<file path="src/rtl/card_dealer_arbiter.sv">
// card_dealer_arbiter
// Shares the card generator between the three blackjack hands. It runs the
// fixed four-card opening deal (player, dealer, player, dealer). After that it
// hands out single cards to hit/draw requests: player and split share a
// round-robin pointer, and the dealer is served only when neither of them is
// eligible. Raw ranks 11..13 are mapped to 10. Invalid raw cards are discarded
// with a bare card_take, and the pending request retries on the next card.
//
// Ports
//   clk, reset                  rising-edge clock, synchronous active-low reset
//   card_in[3:0], card_valid    raw card from the generator
//   card_take                   one-cycle pulse consuming card_in
//   deal_start, round_end       round control pulses
//   split_en                    split hand active (gates req_split)
//   req_player/split/dealer     level requests for one card
//   grant[2:0]                  one-hot {dealer, split, player} pulse
//   card_out[3:0]               mapped card 1..10, valid with grant
//   cnt_player/split/dealer     cards dealt to each hand this round
//   full[2:0]                   {dealer, split, player} hand at MAX_CARDS
//   deal_done                   pulse with the fourth opening grant
//   busy                        block is not IDLE

module card_dealer_arbiter #(
    parameter int MAX_CARDS = 4
) (
    input  logic       clk,
    input  logic       reset,
    input  logic [3:0] card_in,
    input  logic       card_valid,
    output logic       card_take,
    input  logic       deal_start,
    input  logic       round_end,
    input  logic       split_en,
    input  logic       req_player,
    input  logic       req_split,
    input  logic       req_dealer,
    output logic [2:0] grant,
    output logic [3:0] card_out,
    output logic [2:0] cnt_player,
    output logic [2:0] cnt_split,
    output logic [2:0] cnt_dealer,
    output logic [2:0] full,
    output logic       deal_done,
    output logic       busy
);

    typedef enum logic [1:0] {
        ST_IDLE  = 2'd0,
        ST_DEAL  = 2'd1,
        ST_SERVE = 2'd2
    } state_t;

    localparam logic [2:0] MAX_CNT = 3'(MAX_CARDS);

    state_t     state_q, state_d;
    logic [1:0] step_q, step_d;
    logic       rr_q, rr_d;
    logic [2:0] cnt_player_q, cnt_player_d;
    logic [2:0] cnt_split_q, cnt_split_d;
    logic [2:0] cnt_dealer_q, cnt_dealer_d;
    logic [2:0] grant_q, grant_d;
    logic [3:0] card_out_q, card_out_d;
    logic       card_take_q, card_take_d;
    logic       deal_done_q, deal_done_d;

    logic       raw_ok;
    logic [3:0] mapped;
    logic       elig_p, elig_s, elig_d;
    logic [2:0] pick;
    logic       accept;
    logic       hit;
    logic       last_deal;

    assign full[0] = (cnt_player_q == MAX_CNT);
    assign full[1] = (cnt_split_q == MAX_CNT);
    assign full[2] = (cnt_dealer_q == MAX_CNT);

    assign raw_ok = (card_in >= 4'd1) && (card_in <= 4'd13);
    assign mapped = (card_in > 4'd10) ? 4'd10 : card_in;

    assign elig_p = req_player && !full[0];
    assign elig_s = req_split && split_en && !full[1];
    assign elig_d = req_dealer && !full[2];

    // Hand that would take the current card. The deal order alternates
    // player/dealer on the step LSB; rr_q=0 favours player on a tie.
    always_comb begin
        pick = 3'b000;
        case (state_q)
            ST_DEAL:  pick = step_q[0] ? 3'b100 : 3'b001;
            ST_SERVE: begin
                if (elig_p && elig_s)
                    pick = rr_q ? 3'b010 : 3'b001;
                else if (elig_p)
                    pick = 3'b001;
                else if (elig_s)
                    pick = 3'b010;
                else if (elig_d)
                    pick = 3'b100;
            end
            default:  pick = 3'b000;
        endcase
        if (round_end)
            pick = 3'b000;
    end

    // A pending pick plus a card consumes it. Only a valid raw card is granted.
    assign accept    = card_valid && (pick != 3'b000);
    assign hit       = accept && raw_ok;
    assign last_deal = (state_q == ST_DEAL) && hit && (step_q == 2'd3);

    always_ff @(posedge clk) begin
        if (!reset)
            state_q <= ST_IDLE;
        else
            state_q <= state_d;
    end

    always_comb begin
        state_d = state_q;
        if (round_end) begin
            state_d = ST_IDLE;
        end else begin
            case (state_q)
                ST_IDLE:  if (deal_start) state_d = ST_DEAL;
                ST_DEAL:  if (last_deal) state_d = ST_SERVE;
                ST_SERVE: state_d = ST_SERVE;
                default:  state_d = ST_IDLE;
            endcase
        end
    end

    // Next values of the registered pulses, counters, deal step and RR pointer.
    always_comb begin
        grant_d      = hit ? pick : 3'b000;
        card_out_d   = hit ? mapped : 4'd0;
        card_take_d  = accept;
        deal_done_d  = last_deal;
        cnt_player_d = cnt_player_q;
        cnt_split_d  = cnt_split_q;
        cnt_dealer_d = cnt_dealer_q;
        step_d       = step_q;
        rr_d         = rr_q;

        if (round_end) begin
            cnt_player_d = 3'd0;
            cnt_split_d  = 3'd0;
            cnt_dealer_d = 3'd0;
            step_d       = 2'd0;
            rr_d         = 1'b0;
        end else if (hit) begin
            if (pick[0] && !full[0]) cnt_player_d = cnt_player_q + 3'd1;
            if (pick[1] && !full[1]) cnt_split_d  = cnt_split_q + 3'd1;
            if (pick[2] && !full[2]) cnt_dealer_d = cnt_dealer_q + 3'd1;
            if (state_q == ST_DEAL)
                step_d = step_q + 2'd1;
            if ((state_q == ST_SERVE) && (pick[0] || pick[1]))
                rr_d = ~rr_q;
        end
    end

    always_ff @(posedge clk) begin
        if (!reset) begin
            step_q       <= 2'd0;
            rr_q         <= 1'b0;
            cnt_player_q <= 3'd0;
            cnt_split_q  <= 3'd0;
            cnt_dealer_q <= 3'd0;
            grant_q      <= 3'b000;
            card_out_q   <= 4'd0;
            card_take_q  <= 1'b0;
            deal_done_q  <= 1'b0;
        end else begin
            step_q       <= step_d;
            rr_q         <= rr_d;
            cnt_player_q <= cnt_player_d;
            cnt_split_q  <= cnt_split_d;
            cnt_dealer_q <= cnt_dealer_d;
            grant_q      <= grant_d;
            card_out_q   <= card_out_d;
            card_take_q  <= card_take_d;
            deal_done_q  <= deal_done_d;
        end
    end

    assign grant      = grant_q;
    assign card_out   = card_out_q;
    assign card_take  = card_take_q;
    assign deal_done  = deal_done_q;
    assign cnt_player = cnt_player_q;
    assign cnt_split  = cnt_split_q;
    assign cnt_dealer = cnt_dealer_q;
    assign busy       = (state_q != ST_IDLE);

endmodule

</file>
<file path="config.mk">
export PLATFORM = sky130hd
export DESIGN_NAME = card_dealer_arbiter
export DESIGN_NICKNAME = d
export VERILOG_FILES = /design/src/rtl/card_dealer_arbiter.sv
export SDC_FILE = /design/constraint.sdc
export NUM_CORES = 1
export LEC_CHECK = 0
export BUFFER_PORTS_ARGS = -buffer_cell sky130_fd_sc_hd__buf_2
export CORE_MARGIN = 10
export CORE_UTILIZATION = 45
export CTS_CLUSTER_DIAMETER = 100
export DETAILED_ROUTE_END_ITERATION = 8
export PLACE_DENSITY = 0.71
export RECOVER_POWER = 100
export SLEW_MARGIN = 15
export SYNTH_ARGS = -nofsm -noshare
export SYNTH_HDL_FRONTEND = slang
export SYNTH_SLANG_ARGS = --single-unit
</file>
<file path="constraint.sdc">
create_clock -name clk -period 3.1 [get_ports clk]
set_clock_uncertainty 0.05 [all_clocks]
set_input_delay 0.93 -clock clk [delete_from_list [all_inputs] [get_ports clk]]
set_output_delay 0.93 -clock clk [all_outputs]
set_load 0.02 [all_outputs]
</file>
---- After elaboration in Yosys (flattened, before gate mapping) ----
Cells that the tools add are included.
cells by class
  $add $sub $neg .......................... 4
  order comparisons ....................... 3
  equality and inequality tests ........... 8
  multiplexer cells ....................... 12
  bitwise logic cells ..................... 3
  reduce and logical (&&, ||, !) cells .... 30
operator list
  operator               count
  $mux W3                6
  $logic_and A1 B1 Y1    14
  $reduce_and A2 Y1      7
  $add A3 B1 Y3 const B  3
  $eq A3 B3 Y1 const B   3
  $mux W2                3
  $pmux W2 S3            1
  $pmux W3 S2            1
  $eq A2 B2 Y1 const B   2
  $ge A4 B1 Y1 const B   1
  $gt A4 B4 Y1 const B   1
  $le A4 B4 Y1 const B   1
  $mux W4                1
  $ne A2 B2 Y1 const B   2
  $logic_not A1 Y1       3
  $not A1 Y1             3
  $reduce_bool A3 Y1     1
  $reduce_or A3 Y1       1
  $add A2 B1 Y2 const B  1
  $eq A2 B1 Y1 const B   1
  $logic_not A2 Y1       1
  $reduce_bool A2 Y1     1
  $reduce_or A2 Y1       1
  $logic_or A1 B1 Y1     1
word-level totals
  register bits ........................... 23
  input bits .............................. 13
  output and inout bits ................... 22
  logic and storage cells ................. 71

---- Logic depth before layout (Yosys ltp) ----
Gate-level depths: netlist of the first run.
  word-level depth ........................ 16
  depth in mapped cells ................... 8
  mapped depth without buffers ............ 8

---- Worst setup path before layout of the first run ----
No wires, ideal clock.
  path kind ............................... input -> register
  start ................................... input req_player
  end ..................................... register cnt_player_q[2], in the netlist cnt_player[2]
  setup time .............................. 0.116 ns
  arrival time ............................ 2.111 ns
  required time ........................... 2.934 ns
  path slack .............................. 0.823 ns
  stages .................................. 5
  path buffers ............................ 0
  path through ............................ a21bo_1 > a311o_1 > a211oi_4 > a21oi_1 > a31o_1
on the way
  cells in the longest elaborated chain, start to end .. 9
  elaborated cells on any way between the ends .. 11
  those cells by class .................... mux (4); reduce/logical (7)
RTL lines
  what                                                   line    RTL
  start: declaration                                     34      input logic req_player,
  $logic_and A1 B1 Y1 (*)                                81      assign elig_p = req_player && !full[0];
  $mux W3 / $logic_and A1 B1 Y1 (equally long branches)  94, 92
  $mux W3 (*)                                            92      if (elig_p && elig_s)
  $pmux W3 S2 (*)                                        89      case (state_q)
  $mux W3 (*)                                            103     if (round_end)
  $reduce_bool A3 Y1                                     108     assign accept = card_valid && (pick != 3'b000);
  $logic_and A1 B1 Y1                                    108
  $logic_and A1 B1 Y1                                    109     assign hit = accept && raw_ok;
  $reduce_and A2 Y1 (no line) (*)                        --
  end signal: assignment                                 176     cnt_player_q <= cnt_player_d;
  end: declaration                                       58      logic [2:0] cnt_player_q, cnt_player_d;
Every way passes the cells marked *; elsewhere a longest branch is shown, timed or not.
A chain may end at the register's enable or synchronous reset.

---- Final worst setup path of the first run ----
Same ends and word-level chain as after synthesis.

==> results of run 1 <==
[through the flow]
stage	instance area, sq um	std cells
after floorplan	1230	144
after global placement	1430	206
after detailed placement	1430	206
after CTS	1460	210
after global routing	1400	210
final	1400	210
[cells by family (layout without fill, tap and decap cells)]
kind of cell / Yosys count / after routing / share of synthesized area (%)
AO/OA/AOI/OAI: 24 / 24 / 15.8
adder cells (fa/ha/maj): 11 / 11 / 11.2
buffers and inverters: 16 / 52 / 4.88
XOR/XNOR: 5 / 5 / 3.56
AND/OR/NAND/NOR: 62 / 62 / 24.8
flip-flops: 23 / 23 / 37.4
multiplexers: 3 / 3 / 2.44
[layer usage]
layer  GRT usage [%]  part of all wire, %
met1            11.9                   42
met3            4.90                   10
met5               0                    0
met4            7.53                  1.5
met2            18.9                   46
[worst max path at each step]
stage / cells after the start / slack, ns / from / end
floorplan: 5 / 0.82 / req_player / cnt_player[2]$_SDFFE_PP0P_
global placement: 6 / 0.64 / req_player / cnt_player[1]$_SDFFE_PP0P_
detailed placement: 6 / 0.63 / req_player / cnt_player[1]$_SDFFE_PP0P_
CTS: 4 / 0.75 / cnt_player[0]$_SDFFE_PP0P_ / full[0]
global route: 7 / 0.58 / state_q[1]$_SDFFE_PP0P_ / grant[0]$_SDFF_PN0_
finish: 6 / 0.70 / req_player / cnt_player[2]$_SDFFE_PP0P_
[sequential cells by signal, summed over array words and instances, names as in the netlist]
| signal | count |
|---|---|
| card_take | 1 |
| state_q | 2 |
| card_out | 4 |
| deal_done | 1 |
| cnt_split | 3 |
| cnt_player | 3 |
| grant | 3 |
| cnt_dealer | 3 |
| step_q | 2 |
| rr_q | 1 |
[worst register-to-register path: cells and delay by family (launching register included)]
| family | cells | cell delay, ns |
|---|---|---|
| adder cells (fa/ha/maj) | 1 | 0.21 |
| flip-flops | 1 | 0.40 |
| AO/OA/AOI/OAI | 5 | 1.56 |
| buffers and inverters | 1 | 0.06 |
[cell type report]
class	instances	area share, %
timing repair buffer	34	10.1
clock buffer	4	1.88
sequential	23	32.9
tap	30	2.68
inverter	14	3.75
multi-input combinational	105	48.7
[where the power goes]
group	total (uW)	leakage, uW	internal [uW]	switching, uW
registers	299	0.000185	298	1.48
clock network	134	0.0000150	50.2	84.2
logic	65.3	0.000345	22.5	42.8
[placed cells by master (no fill, tap or decap), types with 2 or more instances in the layout]
cell type,count
a311o_1,2
and2_1,2
ha_1,11
xnor2_1,4
o2111ai_1,2
o21ai_0,4
a211oi_1,2
mux2i_1,3
buf_2,11
inv_1,14
nor3_1,5
clkbuf_1,24
nand3_1,9
a21oi_1,5
nor2_1,15
clkbuf_4,3
o211ai_1,2
nand2b_1,4
and3_1,2
nor2b_1,2
dfxtp_1,23
nand2_1,16
==> results.py, run 1 <==
metrics = {
    "placed_design": {
        "dp_hpwl_um": 2360,
        "pre_cts_ws_ns": 0.633,
        "io_buffers": 34,
        "place.gp.congestion": 0.885,
    },
    "worst_setup_path": {
        "rr_worst_depth": 7,
        "worst_path_max_delay_cell": "a211oi_1",
        "worst-path-buf-inv": 1,
        "cpPeakStageDelay_ns": 0.59,
        "r2r_start": "cnt_player[0]$_SDFFE_PP0P_",
        "endpoint_kind": "register",
        "critPathKind": "in2reg",
        "crit_required_ns": 3.26,
        "r2r_setup_slack_ns": 0.73,
        "arrival_ns": 2.56,
        "cp_top_family": "compound AO/OA/AOI/OAI gates",
        "path_cells": "buf_2 > a21bo_1 > a311o_1 > a211oi_1 > a21oi_1 > a31o_1",
        "cp-start-kind": "input port",
        "cp_max_fo": 5,
        "r2r_end": "cnt_player[2]$_SDFFE_PP0P_",
    },
    "yosys": {
        "ys_seq_area_share_pct": 37.4,
        "syn_inst": 144,
        "synth-main-ff-cell": "dfxtp_1",
        "yosysWarnings": 0,
        "ys_ff_latch": 23,
        "synth_enable_flop_cells": 0,
        "synth_area_leader_cell": "dfxtp_1",
        "avgSynthCellArea_sq_um": 8.55,
        "synth_top_area_share_pct": 37.4,
        "synth_cell_types": 37,
        "async_reset_ff_share_pct": 0,
        "yosysMostFrequentCell": "dfxtp_1",
        "synthTopCellsByArea": "dfxtp_1, ha_1, nand2_1",
        "syn-cell-area_sq_um": 1230,
        "syn_nets": 168,
        "synthTopCellsByCount": "dfxtp_1, nand2_1, nor2_1",
    },
    "timing": {
        "slew_violations": 0,
        "period_minus_slack_ns": 2.40,
        "fmax_mhz": 416,
        "slew_headroom_pct": 57.0,
        "rsz0062_at_grt": "no",
        "tightest_slew_ns": 0.642,
        "whs_ns": 0.441,
        "hold_viol": 0,
        "setup_slack_ns": 0.699,
        "fin_setup_tns_ns": 0,
        "setup_viol": 0,
        "fin_crit_sh_pct": 77.5,
    },
    "clocking": {
        "root_buffer": "clkbuf_4",
        "insertion_delay_ns": 0.31,
        "cts_buffer_depth": 2,
        "numCtsBuffers": 3,
        "cts_resized": 0,
        "cts.clk_slew.worst_paths_ns": 0.11,
        "cts_tree": "done",
        "ctsHtreeMaxLevel": 1,
        "hold_buffers": 0,
        "post_cts_buffers": 0,
        "cts.sink_count": 23,
    },
    "global_routing": {
        "grt_pass1_vias": 1202,
        "grt_first_pass_wirelength_um": 4930,
        "antenna_found_initial": 0,
        "track_usage_pct": 11.6,
        "grt_max_degree": 14,
        "grt_overflow_total": 0,
    },
    "layout": {
        "final_core_util_pct": 55.0,
        "nFillCells": 255,
        "seqCellArea_sq_um": 460,
        "areaGrowthSynthToFinish_pct": 13.7,
        "multi_input_area_sq_um": 682,
        "fin_nets": 205,
        "num_antenna_cells": 0,
        "drive_above_1_share_pct": 8.89,
    },
    "outcome": {
        "status": "finished clean",
    },
    "hold_path": {
        "hold_start": "rr_q$_SDFFE_PP0P_",
        "hold_path_depth": 2,
        "min_to": "rr_q$_SDFFE_PP0P_",
        "holdCritPathClass": "reg2reg",
    },
    "floorplan": {
        "dieWidth_um": 72.3,
        "design.core.area_sq_um": 2540,
        "die_y_um": 72.3,
        "rows": 18,
        "start_util_pct": 48.4,
        "ios": 35,
        "fp.dieArea_sq_um": 5230,
    },
    "detailed_routing": {
        "routed_wl_um": 2970,
        "num_vias": 1168,
        "drt_iter0_markers": 37,
        "drc": 0,
        "antenna_left": 0,
        "drt-pass1-iter-count": 4,
        "vias_per_cell": 5.56,
        "wire_per_inst_um": 14.2,
    },
    "power": {
        "totalPowerFinal_uw": 499,
        "power.density_cell_area_nw_per_um2": 356,
        "p_leak_uw": 0.000546,
        "ir_worst_vdd_v": 0.000273,
    },
    "flow_run": {
        "drv_cap": 0,
    },
}
Power figures use the tool's default switching activity.
==> run 2: changes to the inputs <==
- clock period: 3.1 -> 2.4 ns (I/O delays scaled with it)
==> run 2 against run 1 <==
Worst setup slack worse by 0.48 ns. Sequential power is 29% higher. Sequential share of layout area shrank 0.75 points. Count of clock-buffer cells in the layout is 1 lower. Register-to-register slack got worse by 0.51 ns. Core utilization is 1.3 points higher. Non-clock buffer count rose by 3. Worst hold slack gained 0.021 ns. Routed wire length grew 6.1%. Power rose by 31%. Clock power up 35%.
==> results.py, run 2 (synthesized netlist as in run 1, its figures left out) <==
metrics = {
    "outcome": {
        "status": "finished clean",
    },
    "timing": {
        "slew_violations": 0,
        "fin_crit_sh_pct": 90.7,
        "tightest_slew_ns": 0.521,
        "hold_viol": 0,
        "fmax_mhz": 459,
        "slew_headroom_pct": 65.3,
        "setup_viol": 0,
        "fin_setup_tns_ns": 0,
        "rsz0062_at_grt": "no",
        "period_minus_slack_ns": 2.18,
        "whs_ns": 0.463,
    },
    "layout": {
        "areaGrowthSynthToFinish_pct": 16.4,
        "drive_above_1_share_pct": 11.5,
        "fin_nets": 208,
        "final_core_util_pct": 56.3,
        "largest_register_ff_count": 4,
        "num_antenna_cells": 0,
        "layout_common_cells": "clkbuf_1, dfxtp_1, nand2_1, nor2_1, inv_1",
        "final_cell_count_no_fill": 213,
        "layout_commonest_cell": "clkbuf_1",
    },
    "placed_design": {
        "io_buffers": 34,
        "place.gp.congestion": 0.792,
        "dp.cells": 209,
        "dp_hpwl_um": 2520,
    },
    "detailed_routing": {
        "antenna_left": 0,
        "routed_wl_um": 3160,
        "drt-pass1-iter-count": 4,
        "num_vias": 1164,
        "drt_iter0_markers": 31,
        "vias_per_cell": 5.46,
        "drc": 0,
        "wire_per_inst_um": 14.8,
    },
    "floorplan": {
        "ios": 35,
        "fp.dieArea_sq_um": 5230,
        "start_util_pct": 48.4,
        "die_y_um": 72.3,
        "dieWidth_um": 72.3,
        "design.core.area_sq_um": 2540,
        "rows": 18,
    },
    "worst_setup_path": {
        "r2r_setup_slack_ns": 0.22,
        "worst-path-buf-inv": 1,
        "r2r_end": "cnt_player[2]$_SDFFE_PP0P_",
        "cp_max_fo": 5,
        "crit_required_ns": 2.58,
        "path_cells": "inv_1 > ha_1 > a21bo_1 > a311o_1 > a211oi_2 > a21oi_1 > a31o_1",
        "r2r_start": "cnt_player[0]$_SDFFE_PP0P_",
        "rr_worst_depth": 7,
        "cp_top_family": "compound AO/OA/AOI/OAI gates",
        "endpoint_kind": "register",
        "cpPeakStageDelay_ns": 0.41,
        "arrival_ns": 2.36,
        "critPathKind": "reg2reg",
        "cp-start-kind": "register",
        "worst_path_max_delay_cell": "dfxtp_1",
    },
    "clocking": {
        "cts_tree": "done",
        "cts_resized": 0,
        "cts_buffer_depth": 2,
        "numCtsBuffers": 3,
        "root_buffer": "clkbuf_4",
        "ctsHtreeMaxLevel": 1,
        "hold_buffers": 0,
        "post_cts_buffers": 0,
        "cts.clk_slew.worst_paths_ns": 0.13,
        "cts.sink_count": 23,
        "insertion_delay_ns": 0.32,
    },
    "flow_run": {
        "drv_cap": 0,
    },
    "global_routing": {
        "antenna_found_initial": 0,
        "grt_overflow_total": 0,
        "grt_max_degree": 14,
        "grt_first_pass_wirelength_um": 5310,
        "grt_pass1_vias": 1250,
        "track_usage_pct": 12.2,
    },
    "hold_path": {
        "hold_start": "step_q[1]$_SDFFE_PP0P_",
        "hold_path_depth": 2,
        "holdCritPathClass": "reg2reg",
        "min_to": "step_q[1]$_SDFFE_PP0P_",
    },
    "power": {
        "combPwrFrac_pct": 13.5,
        "internal_power_uw": 478,
        "pwr-share-clk_pct": 27.6,
        "power.density_cell_area_nw_per_um2": 458,
        "switching_power_uw": 178,
        "p_leak_uw": 0.000558,
        "ir_worst_vdd_v": 0.000378,
        "seq_power_share_pct": 58.9,
        "swShare_pct": 27.1,
    },
}
run 2: cell count changes in the layout (fill, tap and decap cells not counted):
cell	previous run	this run
a211oi_1	2	0
clkbuf_1	24	25
buf_4	0	1
a211oi_2	0	2
clkinv_2	0	1
a31oi_2	0	1
a31oi_1	1	0
run 2: cell type report:
class                      instances  area, sq um
clock buffer                       3         22.5
clock inverter                     1         5.00
fill                             274         1110
inverter                          14         52.6
multi-input combinational        105          698
sequential                        23          460
tap                               30         37.5
timing repair buffer              37          156
run 2: per-layer routing:
metal	global-route usage [%]	share of wire (%)
met2	20.8	47
met5	0	0
met3	4.08	9.7
met1	13.4	42
met4	5.38	1.7
run 2: worst max-delay path by stage:
stage	slack (ns)	cells after the start	startpoint	endpoint
3_5_place_dp	0.14	6	card_in[2]	step_q[0]$_SDFFE_PP0P_
6_report	0.22	7	cnt_player[0]$_SDFFE_PP0P_	cnt_player[2]$_SDFFE_PP0P_
3_3_place_gp	0.19	6	req_player	cnt_player[2]$_SDFFE_PP0P_
4_1_cts	0.25	4	cnt_player[0]$_SDFFE_PP0P_	full[0]
5_1_grt	0.09	7	cnt_player[0]$_SDFFE_PP0P_	cnt_player[1]$_SDFFE_PP0P_
2_1_floorplan	0.31	7	cnt_player[0]$_SDFFE_PP0P_	cnt_player[2]$_SDFFE_PP0P_
run 2: tightest hold or removal path, cell delays in order, from the launching register on:
cell     delay [ns]
dfxtp_1        0.34
nand3_1        0.07
o21ai_0        0.07
run 2: through the flow:
step                worst slack, ns  total power [uW]  instance area [sq um]
CTS                           0.248               663                   1480
global placement              0.189               482                   1450
finish                        0.223               656                   1430
global route                 0.0907               689                   1430
detailed placement            0.143               484                   1450
floorplan                     0.305               452                   1230
run 2: power groups by stage:
stage	registers [uW]	logic [uW]	clock network, uW
5_1_grt	387	99.1	203
6_report	386	88.7	181
3_5_place_dp	395	89.3	0
2_1_floorplan	395	56.8	0
3_3_place_gp	395	86.8	0
4_1_cts	387	90.6	186
==> run 3: changes to the inputs <==
- PLACE_DENSITY: 0.71 -> 0.73
- clock period: 2.4 -> 1.8 ns (I/O delays scaled with it)
==> run 3 against run 2 <==
The run now ends with setup timing left. Design area up 36%. Largest power group unchanged. Non-clock buffer count increased by 37. Register-to-register slack lost 0.42 ns. Global-route usage is 1.1 points higher. Via count grew 20%. First-iteration DRC count is 140% higher. Worst setup slack worse by 0.42 ns. Clock power rose by 40%. Fmax is 8.8% higher. Sequential share of layout area is 7.7 points lower. Combinational power rose by 130%. Flip-flop and latch count is the same.
==> results.py, run 3 (synthesized netlist as in run 1, its figures left out) <==
metrics = {
    "detailed_routing": {
        "drt-pass1-iter-count": 5,
        "routed_wl_um": 4420,
        "drc": 0,
        "antenna_left": 0,
        "drt_iter0_markers": 74,
        "num_vias": 1395,
        "wire_per_inst_um": 17.7,
        "vias_per_cell": 5.58,
    },
    "global_routing": {
        "track_usage_pct": 13.3,
        "grt_pass1_vias": 1294,
        "antenna_found_initial": 0,
        "grt_overflow_total": 0,
        "grt_max_degree": 13,
        "grt_first_pass_wirelength_um": 5810,
    },
    "layout": {
        "areaGrowthSynthToFinish_pct": 57.8,
        "layout_commonest_cell": "buf_4",
        "num_antenna_cells": 0,
        "layout_common_cells": "buf_4, buf_2, nor2_1, nand2_1, dfxtp_1",
        "fin_nets": 245,
        "final_cell_count_no_fill": 250,
        "drive_above_1_share_pct": 50.9,
        "largest_register_ff_count": 4,
    },
    "power": {
        "swShare_pct": 28.4,
        "combPwrFrac_pct": 20.9,
        "ir_worst_vdd_v": 0.000389,
        "seq_power_share_pct": 53.0,
        "p_leak_uw": 0.000817,
        "internal_power_uw": 694,
        "power.density_cell_area_nw_per_um2": 499,
        "pwr-share-clk_pct": 26.1,
        "switching_power_uw": 276,
    },
    "timing": {
        "setup_viol": 10,
        "fin_setup_tns_ns": -0.600,
        "tightest_slew_ns": 0.398,
        "hold_viol": 0,
        "fin_crit_sh_pct": 111,
        "slew_violations": 0,
        "rsz0062_at_grt": "yes",
        "period_minus_slack_ns": 2.00,
        "whs_ns": 0.380,
        "slew_headroom_pct": 73.5,
        "setup_slack_ns": -0.200,
        "fmax_mhz": 500,
    },
    "clocking": {
        "cts_buffer_depth": 2,
        "numCtsBuffers": 3,
        "root_buffer": "clkbuf_4",
        "insertion_delay_ns": 0.32,
        "hold_buffers": 0,
        "cts.clk_slew.worst_paths_ns": 0.14,
        "ctsHtreeMaxLevel": 1,
        "cts.sink_count": 23,
        "cts_tree": "done",
    },
    "placed_design": {
        "dp_hpwl_um": 2790,
        "place.gp.congestion": 0.877,
        "io_buffers": 34,
        "dp.cells": 230,
    },
    "floorplan": {
        "die_y_um": 72.3,
        "ios": 35,
        "design.core.area_sq_um": 2540,
        "dieWidth_um": 72.3,
        "fp.dieArea_sq_um": 5230,
        "start_util_pct": 48.4,
        "rows": 18,
    },
    "worst_setup_path": {
        "cp_max_fo": 4,
        "cp-start-kind": "register",
        "endpoint_kind": "register",
        "critPathKind": "reg2reg",
        "arrival_ns": 2.16,
        "crit_required_ns": 1.96,
    },
    "hold_path": {
        "holdCritPathClass": "in2reg",
    },
    "flow_run": {
        "drv_cap": 0,
    },
    "outcome": {
        "violations": "setup timing",
        "status": "complete, but fails checks",
    },
}
==> run 3: cell types whose count changed in the layout (fill, tap and decap cells not counted), moves of 7 or more <==
cell      change
dfxtp_1       -8
clkbuf_1     -15
buf_4        +36
inv_1         -7
buf_2        +11
==> run 3: per-layer routing <==
| metal | track usage, % | part of all wire [%] | vias to the layer above |
|---|---|---|---|
| li1 | - | - | 646 |
| met1 | 14.4 | 39 | 674 |
| met2 | 23.8 | 51 | 60 |
| met3 | 4.08 | 6.9 | 15 |
| met4 | 4.73 | 3.1 | 0 |
| met5 | 0 | 0 | - |
==> run 3: layout make-up <==
type	count	area (sq um)
clock buffers	4	26.3
flip-flops and latches	23	475
fillers	181	602
inverters	14	55.1
well taps	30	37.5
multi-input cells	105	860
repair buffers	74	489
==> run 3: through the flow <==
stage                     total power [uW]  setup slack [ns]  area, sq um  util, %
final                                  970            -0.200         1940     76.4
after detailed placement               691            -0.229         1670     65.6
after floorplan                        609           -0.0230         1290        -
after CTS                              952           -0.0616         1820     71.7
after global placement                 684            -0.191         1670     65.6
after global routing                  1010            -0.247         1940     76.4
==> run 3: timing repair <==
action	CTS	global route
setup endpoints to repair	14	20
setup buffers	10	6
pin swaps	12	10
resized for setup	17	21
gates cloned	0	0
==> run 3: path summary, 6_finish.rpt <==
check | cells past startpoint | slack (ns) | from | end
worst max-delay path | 7 | -0.20 | state_q[1]$_SDFFE_PP0P_ | cnt_player[1]$_SDFFE_PP0P_
worst max register to register | 7 | -0.20 | state_q[1]$_SDFFE_PP0P_ | cnt_player[1]$_SDFFE_PP0P_
worst min-delay path | 3 | 0.38 | card_in[0] | card_out[0]$_SDFF_PP0_
worst min register to register | 2 | 0.49 | step_q[1]$_SDFFE_PP0P_ | step_q[1]$_SDFFE_PP0P_
==> run 3: power groups by stage <==
stage | Clock, uW | Sequential (uW) | Combinational, uW
4_1_cts | 248 | 514 | 190
3_5_place_dp | 0 | 525 | 166
3_3_place_gp | 0 | 524 | 159
2_1_floorplan | 0 | 524 | 84.9
6_report | 253 | 514 | 203
5_1_grt | 279 | 515 | 219
==> run 3: worst max-delay path, stage by stage, from the launching register on <==
cell and delay [ns]:
dfxtp_2 0.37, buf_4 0.10, ha_2 0.19, inv_1 0.07, a311o_1 0.38, a211oi_4 0.32
mux2i_1 0.30, nor2_1 0.10
